`src/rtl/ex_muldiv_pkg.sv`:
```
// Shared definitions for the EX-stage multiply/divide unit: operation and
// state encodings, iteration count and small arithmetic helpers.
package ex_muldiv_pkg;

    localparam int MD_WIDTH = 32;
    localparam int MD_ITER  = 32;

    // Last value of the iteration counter before leaving CALC.
    localparam logic [4:0] MD_LAST_CNT = 5'd31;

    // Operation encodings, shared with the ID decoder.
    typedef enum logic [1:0] {
        md_op_mult  = 2'b00,
        md_op_multu = 2'b01,
        md_op_div   = 2'b10,
        md_op_divu  = 2'b11
    } md_op_e;

    typedef enum logic [1:0] {
        md_state_idle = 2'b00,
        md_state_calc = 2'b01,
        md_state_done = 2'b10
    } md_state_e;

    // Two's complement negation of a 32-bit word.
    function automatic logic [31:0] md_neg32(input logic [31:0] v);
        return ~v + 32'd1;
    endfunction

    // Two's complement negation of a 64-bit word.
    function automatic logic [63:0] md_neg64(input logic [63:0] v);
        return ~v + 64'd1;
    endfunction

    // True for the signed flavours (MULT, DIV).
    function automatic logic md_is_signed(input md_op_e o);
        return (o == md_op_mult) || (o == md_op_div);
    endfunction

endpackage

```
`src/rtl/ex_muldiv.sv`:
```
// Iterative 32-bit multiply/divide unit for the EX stage. One radix-2 step
// per cycle over 32 cycles, stalls the pipeline while working and owns the
// architectural HI/LO registers.
import ex_muldiv_pkg::*;

module ex_muldiv (
    input  logic        clk,
    input  logic        rst,
    input  logic        start,
    input  logic [1:0]  op,
    input  logic [31:0] rs_val,
    input  logic [31:0] rt_val,
    input  logic        hi_we,
    input  logic        lo_we,
    input  logic [31:0] wdata,
    input  logic        flush,
    output logic        stall_req,
    output logic        busy,
    output logic [31:0] hi,
    output logic [31:0] lo
);

    // FSM and control state
    md_state_e   state_reg, state_next;
    logic [4:0]  cnt_reg, cnt_next;

    // Shared datapath: acc holds {partial product, multiplier} for multiply
    // and {remainder, dividend/quotient} for divide. addend is the
    // multiplicand or the divisor, both as magnitudes.
    logic [63:0] acc_reg, acc_next;
    logic [31:0] addend_reg, addend_next;
    logic [31:0] rs_raw_reg, rs_raw_next;
    logic        is_div_reg, is_div_next;
    logic        neg_res_reg, neg_res_next;   // sign of product / quotient
    logic        neg_rem_reg, neg_rem_next;   // sign of remainder
    logic        div0_reg, div0_next;

    // Architectural HI/LO
    logic [31:0] hi_reg, hi_next;
    logic [31:0] lo_reg, lo_next;

    // Operand decode for the cycle the instruction is accepted
    md_op_e      op_e;
    logic        sign_a;
    logic        sign_b;
    logic [31:0] mag_a;
    logic [31:0] mag_b;

    // One multiply step
    logic [31:0] mul_addend;
    logic [32:0] mul_sum;
    logic [63:0] mul_step;

    // One restoring divide step
    logic [32:0] div_rem_shift;
    logic [32:0] div_diff;
    logic        div_ge;
    logic [63:0] div_step;

    // Sign-corrected results
    logic [63:0] prod_fix;
    logic [31:0] quo_fix;
    logic [31:0] rem_fix;

    assign op_e   = md_op_e'(op);
    assign sign_a = md_is_signed(op_e) & rs_val[31];
    assign sign_b = md_is_signed(op_e) & rt_val[31];
    assign mag_a  = sign_a ? md_neg32(rs_val) : rs_val;
    assign mag_b  = sign_b ? md_neg32(rt_val) : rt_val;

    // Multiplicand gated by the current multiplier LSB, bit by bit.
    genvar gi;
    generate
        for (gi = 0; gi < MD_WIDTH; gi++) begin : g_mul_gate
            assign mul_addend[gi] = addend_reg[gi] & acc_reg[0];
        end
    endgenerate

    // Shift-add: add into the upper half, then shift the whole accumulator
    // right so the carry lands in bit 63 and the used multiplier bit drops.
    assign mul_sum  = {1'b0, acc_reg[63:32]} + {1'b0, mul_addend};
    assign mul_step = {mul_sum, acc_reg[31:1]};

    // Restoring divide: shift remainder left pulling in the next dividend
    // bit, subtract the divisor if it fits, shift the quotient bit in at 0.
    // The shifted remainder needs 33 bits; the result always fits 32.
    assign div_rem_shift = acc_reg[63:31];
    assign div_diff      = div_rem_shift - {1'b0, addend_reg};
    assign div_ge        = (div_rem_shift >= {1'b0, addend_reg});
    assign div_step      = div_ge ? {div_diff[31:0], acc_reg[30:0], 1'b1}
                                  : {div_rem_shift[31:0], acc_reg[30:0], 1'b0};

    assign prod_fix = neg_res_reg ? md_neg64(acc_reg) : acc_reg;
    assign quo_fix  = neg_res_reg ? md_neg32(acc_reg[31:0]) : acc_reg[31:0];
    assign rem_fix  = neg_rem_reg ? md_neg32(acc_reg[63:32]) : acc_reg[63:32];

    // Next-state, datapath and HI/LO update logic
    always_comb begin
        state_next   = state_reg;
        cnt_next     = cnt_reg;
        acc_next     = acc_reg;
        addend_next  = addend_reg;
        rs_raw_next  = rs_raw_reg;
        is_div_next  = is_div_reg;
        neg_res_next = neg_res_reg;
        neg_rem_next = neg_rem_reg;
        div0_next    = div0_reg;
        hi_next      = hi_reg;
        lo_next      = lo_reg;

        case (state_reg)
            md_state_idle: begin
                if (flush) begin
                    // Instruction in EX is being killed: accept nothing.
                    state_next = md_state_idle;
                end else if (start) begin
                    state_next   = md_state_calc;
                    cnt_next     = 5'd0;
                    is_div_next  = op[1];
                    addend_next  = op[1] ? mag_b : mag_a;
                    acc_next     = {32'd0, (op[1] ? mag_a : mag_b)};
                    rs_raw_next  = rs_val;
                    neg_res_next = sign_a ^ sign_b;
                    neg_rem_next = sign_a;
                    div0_next    = op[1] && (rt_val == 32'd0);
                end else begin
                    if (hi_we) hi_next = wdata;
                    if (lo_we) lo_next = wdata;
                end
            end

            md_state_calc: begin
                if (flush) begin
                    state_next = md_state_idle;
                end else begin
                    acc_next = is_div_reg ? div_step : mul_step;
                    cnt_next = cnt_reg + 5'd1;
                    if (cnt_reg == MD_LAST_CNT) begin
                        state_next = md_state_done;
                    end
                end
            end

            md_state_done: begin
                // Always return to IDLE; a held start is the same instruction.
                state_next = md_state_idle;
                if (!flush) begin
                    if (!is_div_reg) begin
                        hi_next = prod_fix[63:32];
                        lo_next = prod_fix[31:0];
                    end else if (div0_reg) begin
                        hi_next = rs_raw_reg;
                        lo_next = 32'hFFFF_FFFF;
                    end else begin
                        hi_next = rem_fix;
                        lo_next = quo_fix;
                    end
                end
            end

            default: begin
                state_next = md_state_idle;
            end
        endcase
    end

    // State register with synchronous reset
    always_ff @(posedge clk) begin
        if (rst) begin
            state_reg   <= md_state_idle;
            cnt_reg     <= 5'd0;
            acc_reg     <= 64'd0;
            addend_reg  <= 32'd0;
            rs_raw_reg  <= 32'd0;
            is_div_reg  <= 1'b0;
            neg_res_reg <= 1'b0;
            neg_rem_reg <= 1'b0;
            div0_reg    <= 1'b0;
            hi_reg      <= 32'd0;
            lo_reg      <= 32'd0;
        end else begin
            state_reg   <= state_next;
            cnt_reg     <= cnt_next;
            acc_reg     <= acc_next;
            addend_reg  <= addend_next;
            rs_raw_reg  <= rs_raw_next;
            is_div_reg  <= is_div_next;
            neg_res_reg <= neg_res_next;
            neg_rem_reg <= neg_rem_next;
            div0_reg    <= div0_next;
            hi_reg      <= hi_next;
            lo_reg      <= lo_next;
        end
    end

    // Stall while accepting and while iterating; DONE lets the instruction go.
    assign stall_req = ((state_reg == md_state_idle) & start & ~flush)
                     | ((state_reg == md_state_calc) & ~flush);
    assign busy      = (state_reg != md_state_idle);
    assign hi        = hi_reg;
    assign lo        = lo_reg;

endmodule

```
`config.mk`:
```
export PLATFORM = sky130hd
export DESIGN_NAME = ex_muldiv
export DESIGN_NICKNAME = d
export VERILOG_FILES = /design/src/rtl/ex_muldiv_pkg.sv /design/src/rtl/ex_muldiv.sv
export SDC_FILE = /design/constraint.sdc
export NUM_CORES = 1
export LEC_CHECK = 0
export BUFFER_PORTS_ARGS = -buffer_cell sky130_fd_sc_hd__clkbuf_2
export CORE_MARGIN = 2
export CORE_UTILIZATION = 43
export DETAILED_ROUTE_END_ITERATION = 8
export HOLD_SLACK_MARGIN = 0.03
export PLACE_DENSITY_LB_ADDON = 0.08
export SLEW_MARGIN = 10
export SYNTH_ARGS = -nofsm -noshare
export SYNTH_HDL_FRONTEND = slang
export SYNTH_SLANG_ARGS = --single-unit
export TNS_END_PERCENT = 1
```
`constraint.sdc`:
```
create_clock -name clk -period 3.6 [get_ports clk]
set_clock_uncertainty 0.1 [all_clocks]
set_input_delay 0.18 -clock clk [delete_from_list [all_inputs] [get_ports clk]]
set_output_delay 0.18 -clock clk [all_outputs]
set_load 0.01 [all_outputs]
```
==> results of run 1 <==
-- through the flow --
stage / worst slack, ns / TNS (ns) / utilization, % / power, mW / instance area, µm²
floorplan: 0.252 / 0 / - / 3.47 / 16500
global placement: 0.136 / 0 / 48.6 / 4.14 / 18300
detailed placement: 0.0938 / 0 / 48.6 / 4.15 / 18300
global route: -0.0319 / -0.0319 / 52.9 / 7.15 / 19900
finish: 0.105 / 0 / 52.9 / 6.91 / 19900
CTS: 0.0778 / 0 / 52.8 / 6.88 / 19900
-- cells in the final DEF (no fill, tap or decap), types with 12 or more instances in the layout --
cell type and count:
nor4_1 18, or4_1 15, a21o_1 38, o21ai_0 132, o31ai_1 28, o21a_1 13
inv_1 58, nor2b_1 18, a211oi_1 47, dfxtp_1 201, xnor2_1 129, a21oi_1 222
nand4_1 17, clkbuf_2 168, buf_4 116, clkbuf_16 25, nand2b_1 15, o22ai_1 12
xor2_1 69, nor2_1 248, mux2i_1 92, o41ai_1 12, o211ai_1 33, nor3_1 51
or3_1 17, o221ai_1 41, a311oi_1 12, nand2_1 279, dlygate4sd3_1 70, nand3_1 26
a22oi_1 19, ha_1 70
-- cell type report --
| cell class | count | share of cell area [%] |
|---|---|---|
| clock inverter | 6 | 0.628 |
| tap | 511 | 3.21 |
| timing repair buffer | 362 | 12.9 |
| multi-input combinational | 1814 | 58.0 |
| inverter | 60 | 1.13 |
| clock buffer | 35 | 3.68 |
| sequential | 203 | 20.4 |
-- per-layer routing --
metal | up-vias | global-route usage (%)
met1 | 8602 | 47.5
met5 | - | 0
met4 | 0 | 9.74
li1 | 8496 | -
met2 | 848 | 51.3
met3 | 102 | 5.15
-- critical path, cell delays in order (launching register included) --
cell and delay (ns):
dfxtp_1 0.38, or4_1 0.60, nor3_1 0.25, buf_4 0.16, nand4b_1 0.28, nand2b_4 0.35, o21ai_0 0.24, xnor2_1 0.14
nor2_1 0.05, a211oi_1 0.61, a211oi_1 0.11, nor3_1 0.14
-- power by group through the flow --
stage | registers, mW | clock network (mW) | logic, mW
4_1_cts | 2.44 | 2.72 | 1.72
3_5_place_dp | 2.49 | 0 | 1.66
2_1_floorplan | 2.46 | 0 | 1.01
5_1_grt | 2.46 | 2.79 | 1.90
6_report | 2.45 | 2.70 | 1.76
3_3_place_gp | 2.49 | 0 | 1.65
-- final timing paths --
| kind | start | end | slack, ns | cells after the start |
|---|---|---|---|---|
| hold reg to reg | hi[27]$_SDFFE_PP0P_ | hi[27]$_SDFFE_PP0P_ | 0.34 | 2 |
| setup reg to reg | acc_reg[16]$_SDFFE_PP0P_ | hi[24]$_SDFFE_PP0P_ | 0.10 | 11 |
| hold / removal | rt_val[26] | addend_reg[26]$_SDFFE_PP0P_ | 0.04 | 4 |
| setup / recovery | acc_reg[16]$_SDFFE_PP0P_ | hi[24]$_SDFFE_PP0P_ | 0.10 | 11 |
-- logic make-up after synthesis --
kind of cell               Yosys count  synth area share, %
and+or+nand+nor                    757                 20.9
AOI/OAI and AO/OA                  689                 26.7
buffers and inverters              234                 5.62
DFF                                203                 24.7
xor gates and xnor gates           198                 10.5
muxes                               98                 6.00
adders and majority gates           72                 5.56
-- timing repair --
item,in CTS,in global routing
gates resized for setup,0,12
hold buffers,70,0
setup endpoints to repair,0,19
setup buffers,0,0
endpoints found under the hold margin,99,0
==> impl_metrics.toml, run 1 <==
[run_status]
status = "complete, no violations"

[floorplanning]
coreArea_um2 = 37700
rows = 71
die_width_um = 200
die_h_um = 200
start_util_pct = 43.7
die_area_um2 = 39900
ioPinCount = 170

[routing]
drt_pass1_iterations = 6
ant_nets = 0
top_layer_used = "met4"
drt-initial-drc-count = 1923
viasPerCell = 6.03
wirelength_um = 67400
wl_met3_um = 6060
via_count = 18000
dr_wl_met2_um = 29500
wl_met1_um = 30000
drcViolationCount = 0
post_drt_wl_per_cell_um = 22.5

[sta]
slew_violations = 0
period_share_pct = 97.1
setup_viol = 0
fmax_mhz = 286
rsz0062_at_grt = "true"
timing.hold.ws_ns = 0.0414
min_period_ns = 3.50
maxSlewHeadroom_pct = 36.1
worst_pin_slew_ns = 0.958
hold_violations = 0

[power_and_ir_drop]
p_int_mw = 4.67
p_per_area_nw_per_um2 = 347
switching_share_pct = 32.4
switching_power_mw = 2.24
p_leak_nw = 8.14
clkPwrFrac_pct = 39.0
pwr-share-seq_pct = 35.4
ir_drop_mv = 0.335
p_comb_share_pct = 25.5

[setup_path]
critPathLaunchType = "flop"
path_class = "flop to flop"
cp-end-kind = "flop"
crit_arrival_ns = 3.88
path_max_fanout = 13
crit_required_ns = 3.98

[yosys]
yosys-top-cells-count = "279 x nand2_1, 250 x nor2_1, 224 x a21oi_1"
synth_ff_type = "dfxtp_1"
synth_top_area_share_pct = 24.7
synth_cell_types = 81
netlist_instances = 2251
synth_area_um2 = 16500
synth_top_cell_by_area = "dfxtp_1"
synth_area_leaders = "dfxtp_1 25%, xnor2_1 6.9%, a21oi_1 6.8%, nand2_1 6.4%, nor2_1 5.7%"
synth_nets = 2427
syn_avg_cell_area_um2 = 7.32
ys_seq_elements = 203
yosys_warnings = 0
synth-seq-area-share_pct = 24.7
synth-async-reset-ratio_pct = 0
synth_edf_count = 0
synth_most_common_cell = "nand2_1"

[clocking]
htreeDepth = 1
cts_buffers = 25
clk_pin_slew_ns = 0.06
ctsRootBufferMaster = "clkbuf_16"
clock-sinks = 203
insertion_delay_ns = 0.56
tritoncts = "done"
clock_path_buffers = 3

[layout]
syn_to_final_growth_pct = 20.9
fin_nets = 2642
n_antenna_cell = 0
nFillCells = 3763
seqCellArea_um2 = 4070
stdcell_count = 2991
drive_gt1_share_pct = 15.3
multi_input_area_um2 = 11600
largest_reg_flops = 64

[job]
cap_viol_max_count = 0

[global_routing]
antenna_found_initial = 0
grt_pass1_wl_um = 100000
overflow = 0
grt_max_degree = 101
grtUsageTotal_pct = 33.2
grt_pass1_vias = 16500

[worst_hold_path]
hold_path_class = "primary input to flop"

[placed_design]
port_buffers = 169
dpl.hpwl_um = 51900
gp_congestion = 0.996
place_inst = 2880
No activity file was read; power rests on OpenSTA's default activity.
==> run 2, diff against run 1 <==
--- a/config.mk
+++ b/config.mk
@@ -10,7 +10,7 @@
 export CORE_UTILIZATION = 43
 export DETAILED_ROUTE_END_ITERATION = 8
 export HOLD_SLACK_MARGIN = 0.03
-export PLACE_DENSITY_LB_ADDON = 0.08
+export PLACE_DENSITY = 0.6
 export SLEW_MARGIN = 10
 export SYNTH_ARGS = -nofsm -noshare
 export SYNTH_HDL_FRONTEND = slang
==> run 2 against run 1 <==
Global-route usage rose by 0.29 points. Design area rose by 0.41%. Cell count rose by 0.70%. Critical path type unchanged. Largest cell class unchanged.
==> impl_metrics.toml, run 2 (synthesized netlist as in run 1, its figures left out) <==
[clocking]
htreeDepth = 1
clock_path_buffers = 3
insertion_delay_ns = 0.56
clock-sinks = 203
cts_buffers = 26
tritoncts = "done"
clk_pin_slew_ns = 0.07
ctsRootBufferMaster = "clkbuf_16"

[sta]
setup_viol = 0
period_share_pct = 97.7
fmax_mhz = 284
setup_ws_ns = 0.0841
min_period_ns = 3.52
slew_violations = 0
setup_tns_ns = 0
maxSlewHeadroom_pct = 37.6
rsz0062_at_grt = "true"
hold_violations = 0
worst_pin_slew_ns = 0.935

[routing]
ant_nets = 0
drt_pass1_iterations = 6
drcViolationCount = 0
drt-initial-drc-count = 1873
wirelength_um = 68000
post_drt_wl_per_cell_um = 22.6
viasPerCell = 6.05
via_count = 18200

[setup_path]
critPathLaunchType = "flop"
rrSetupSlack_ns = 0.08
crit_required_ns = 3.98
path_max_fanout = 7
cp-end-kind = "flop"
ff2ff_path_depth = 11
path_class = "flop to flop"
reg2reg_from = "acc_reg[33]$_SDFFE_PP0P_"
crit_arrival_ns = 3.89
reg2reg_to = "hi[23]$_SDFFE_PP0P_"
crit_path_start = "acc_reg[33]$_SDFFE_PP0P_"

[global_routing]
grt_pass1_wl_um = 102000
grt_max_degree = 119
grt_pass1_vias = 17000
grtUsageTotal_pct = 33.5
antenna_found_initial = 2
overflow = 0

[layout]
drive_gt1_share_pct = 16.0
final_cell_mix = "279 x nand2_1, 249 x nor2_1, 221 x a21oi_1"
nFillCells = 3805
syn_to_final_growth_pct = 21.4
stdcell_count = 3012
fin_util_pct = 53.1
n_antenna_cell = 0
largest_reg_flops = 64
layout_commonest_cell = "nand2_1"
fin_nets = 2657

[floorplanning]
rows = 71
ioPinCount = 170
die_area_um2 = 39900
start_util_pct = 43.7
coreArea_um2 = 37700
die_h_um = 200
die_width_um = 200

[placed_design]
post-place-ws_ns = 0.0914
place_inst = 2887
dpl.hpwl_um = 52000
gp_congestion = 0.980
port_buffers = 169

[job]
cap_viol_max_count = 0

[run_status]
status = "complete, no violations"

[worst_hold_path]
min_from = "rt_val[26]"
hold_path_class = "primary input to flop"
hold_end = "addend_reg[26]$_SDFFE_PP0P_"
whs_path_depth = 4

[power_and_ir_drop]
p_per_area_nw_per_um2 = 339
p_leak_nw = 8.17
ir_drop_mv = 0.332
## run 2: changes by cell type in the layout (fill, tap and decap cells not counted), moves of 2 or more
cell,change
clkinvlp_4,+2
o21ai_1,-2
o21ai_0,+2
bufinv_16,-3
buf_4,+11
dlygate4sd3_1,+3
clkinv_4,+4
clkbuf_8,-4
clkinv_2,+6
inv_6,+2
## run 2: worst max-delay path: stages (launching register included)
cell and delay (ns):
dfxtp_1 0.37, buf_4 0.19, or4_1 0.55, or4_1 0.59
inv_1 0.13, nand3_1 0.23, o21ai_0 0.29, xnor2_1 0.15
nor2_1 0.05, a211oi_1 0.45, a211oi_1 0.16, nor3_1 0.18
## run 2: cell type report
cell class	count	area [µm²]	share of cell area (%)
tap	511	639	3.20
inverter	60	225	1.13
clock inverter	17	129	0.645
timing repair buffer	376	2680	13.4
clock buffer	31	699	3.50
multi-input combinational	1814	11600	57.8
sequential	203	4070	20.4
## run 2: how the worst max path moves through the flow
stage	end	slack [ns]	depth (start not counted)
6_report	hi[23]$_SDFFE_PP0P_	0.08	11
2_1_floorplan	acc_reg[60]$_SDFFE_PP0P_	0.25	13
3_3_place_gp	hi[3]$_SDFFE_PP0P_	0.09	10
5_1_grt	acc_reg[62]$_SDFFE_PP0P_	-0.01	13
4_1_cts	hi[3]$_SDFFE_PP0P_	0.08	10
3_5_place_dp	hi[3]$_SDFFE_PP0P_	0.09	10
## run 2: metrics by stage
| step | instance area [µm²] | power [mW] | hold slack (ns) |
|---|---|---|---|
| final | 20000 | 6.78 | 0.0610 |
| after global routing | 20000 | 7.04 | 0.103 |
| after CTS | 19900 | 6.74 | 0.0467 |
| after detailed placement | 18400 | 4.15 | 0.343 |
| after global placement | 18400 | 4.14 | 0.341 |
| after floorplan | 16500 | 3.47 | 0.216 |
## run 2: what timing repair did
item	4_1_cts	5_1_grt
hold endpoints to repair	103	0
resized for setup	0	10
setup buffers	0	4
endpoints found under the setup margin	0	23
hold buffers	73	0
## run 2: power breakdown
| group | total (mW) | internal (mW) | switching [mW] | leakage [nW] |
|---|---|---|---|---|
| sequential | 2.45 | 2.35 | 0.0985 | 1.66 |
| combinational | 1.79 | 0.707 | 1.09 | 6.12 |
| clock | 2.55 | 1.41 | 1.14 | 0.401 |
| total | 6.78 | 4.46 | 2.32 | 8.17 |
## run 2: layer usage
metal	up-vias	routed length (µm)	global-route usage, %
li1	8532	-	-
met1	8651	29600	47.4
met2	909	30000	52.3
met3	125	6100	4.98
met4	2	2280	10.2
met5	-	14	0
==> run 3, diff against run 2 <==
--- a/config.mk
+++ b/config.mk
@@ -10,7 +10,7 @@
 export CORE_UTILIZATION = 43
 export DETAILED_ROUTE_END_ITERATION = 8
 export HOLD_SLACK_MARGIN = 0.03
-export PLACE_DENSITY = 0.6
+export PLACE_DENSITY = 0.75
 export SLEW_MARGIN = 10
 export SYNTH_ARGS = -nofsm -noshare
 export SYNTH_HDL_FRONTEND = slang
==> run 3 against run 2 <==
Non-clock buffer count fell by 12. Via count rose by 1.9%. Fmax rose by 1.3%. Sequential share of layout area barely moved. Utilization fell by 0.13 points. Sequential power barely moved. Combinational power fell by 3%. Clock power rose by 9.0%. Total power rose by 2.9%. Routed wire length fell by 1.6%. Critical path depth rose by 1. Setup slack improved by 0.046 ns. Largest cell class unchanged. Largest power group unchanged. Highest routed layer is now met4.
==> impl_metrics.toml, run 3 (synthesized netlist as in run 1, its figures left out) <==
[run_status]
status = "complete, no violations"

[floorplanning]
die_width_um = 200
rows = 71
coreArea_um2 = 37700
die_area_um2 = 39900
ioPinCount = 170
start_util_pct = 43.7
die_h_um = 200

[layout]
n_antenna_cell = 0
largest_reg_flops = 64
final_area_um2 = 19900
final_cell_mix = "279 x nand2_1, 248 x nor2_1, 221 x a21oi_1"
fin_nets = 2643
multi_input_area_um2 = 11600
syn_to_final_growth_pct = 21.1
seqCellArea_um2 = 4070
nFillCells = 3534
drive_gt1_share_pct = 15.9
layout_commonest_cell = "nand2_1"

[power_and_ir_drop]
p_per_area_nw_per_um2 = 350
p_leak_nw = 8.15
ir_drop_mv = 0.355

[clocking]
clock_path_buffers = 3
tritoncts = "done"
htreeDepth = 1
ctsRootBufferMaster = "clkbuf_16"
insertion_delay_ns = 0.55
clk_pin_slew_ns = 0.07
cts_buffers = 24
clock-sinks = 203

[placed_design]
gp_congestion = 1.01
placed_area_um2 = 18200
port_buffers = 169
dpl.hpwl_um = 50600

[routing]
ant_nets = 0
via_count = 18600
drt_pass1_iterations = 6
drt-initial-drc-count = 2233
post_drt_wl_per_cell_um = 22.3
wirelength_um = 66900
drcViolationCount = 0
viasPerCell = 6.20

[sta]
rsz0062_at_grt = "true"
setup_viol = 0
setup_tns_ns = 0
slew_violations = 0
fmax_mhz = 288
period_share_pct = 96.4
worst_pin_slew_ns = 0.996
hold_violations = 0
min_period_ns = 3.47
maxSlewHeadroom_pct = 33.5

[global_routing]
overflow = 0
grtUsageTotal_pct = 32.7
grt_pass1_vias = 17100
grt_max_degree = 175
grt_pass1_wl_um = 101000
antenna_found_initial = 0

[setup_path]
critPathLaunchType = "flop"
path_class = "flop to flop"
crit_required_ns = 3.90
crit_arrival_ns = 3.77
cp-end-kind = "flop"
path_max_fanout = 7

[worst_hold_path]
hold_path_class = "primary input to flop"

[job]
cap_viol_max_count = 0
## run 3: changes by cell type in the layout (fill, tap and decap cells not counted), moves of 3 or more
cell           change
buf_12             -4
clkinv_4           -3
bufinv_16          +5
clkinv_2           -5
clkinvlp_4         -3
dlygate4sd3_1      -6
o21ai_1            +3
## run 3: where the power goes
| part | switching (mW) | total, mW | internal, mW |
|---|---|---|---|
| Sequential | 0.112 | 2.46 | 2.35 |
| Clock | 1.08 | 2.78 | 1.70 |
| Combinational | 1.07 | 1.74 | 0.678 |
| Total | 2.26 | 6.98 | 4.73 |
## run 3: layer usage
layer	part of all wire, %	wire length, µm	vias to the layer above	track usage, %
met4	5.5	3710	0	15.3
met2	42	28000	1183	48.5
li1	-	-	8507	-
met5	0	0	-	0
met3	12	7820	231	7.22
met1	41	27300	8649	44.9
## run 3: area by class of cell
class,count,share of cell area (%)
clock inverters,11,1.10
inverters,60,1.13
flip-flops and latches,203,20.4
repair buffers,364,12.6
multi-input cells,1814,58.1
well taps,511,3.21
clock buffers,32,3.41
## run 3: what timing repair did
action / in CTS / in global routing
hold endpoints to repair: 94 / 0
buffers inserted: 0 / 6
endpoints found under the setup margin: 5 / 33
hold buffers: 67 / 0
resized for setup: 1 / 18
pin swaps: 0 / 2
## run 3: per-stage QoR
stage          hold WS (ns)  total power, mW  std cells  setup slack, ns  utilization [%]
6_report             0.0546             6.98       2995            0.130             52.9
5_1_grt              0.0771             7.20       2995          -0.0446             52.9
4_1_cts              0.0373             6.88       2989         -0.00600             52.6
3_5_place_dp          0.347             4.08       2879          -0.0704             48.4
3_3_place_gp          0.339             4.05       2879           0.0273             48.4
2_1_floorplan         0.216             3.47       2251            0.252                -
## run 3: worst paths after layout
kind	start	end	slack [ns]	cells past startpoint
setup / recovery	acc_reg[32]$_SDFFE_PP0P_	hi[28]$_SDFFE_PP0P_	0.13	12
hold / removal	rt_val[30]	div0_reg$_SDFFE_PP0P_	0.05	5
setup reg to reg	acc_reg[32]$_SDFFE_PP0P_	hi[28]$_SDFFE_PP0P_	0.13	12
hold reg to reg	lo[0]$_SDFFE_PP0P_	lo[0]$_SDFFE_PP0P_	0.35	2
## run 3: worst max-delay path, stage by stage, from the launching register on
cell	delay [ns]
dfxtp_1	0.38
buf_4	0.20
inv_1	0.08
ha_1	0.16
or3b_2	0.49
and3b_1	0.30
nand3_2	0.10
or4_4	0.43
or2_1	0.28
o21ai_1	0.15
mux2_2	0.35
o22ai_1	0.19
a211oi_2	0.10
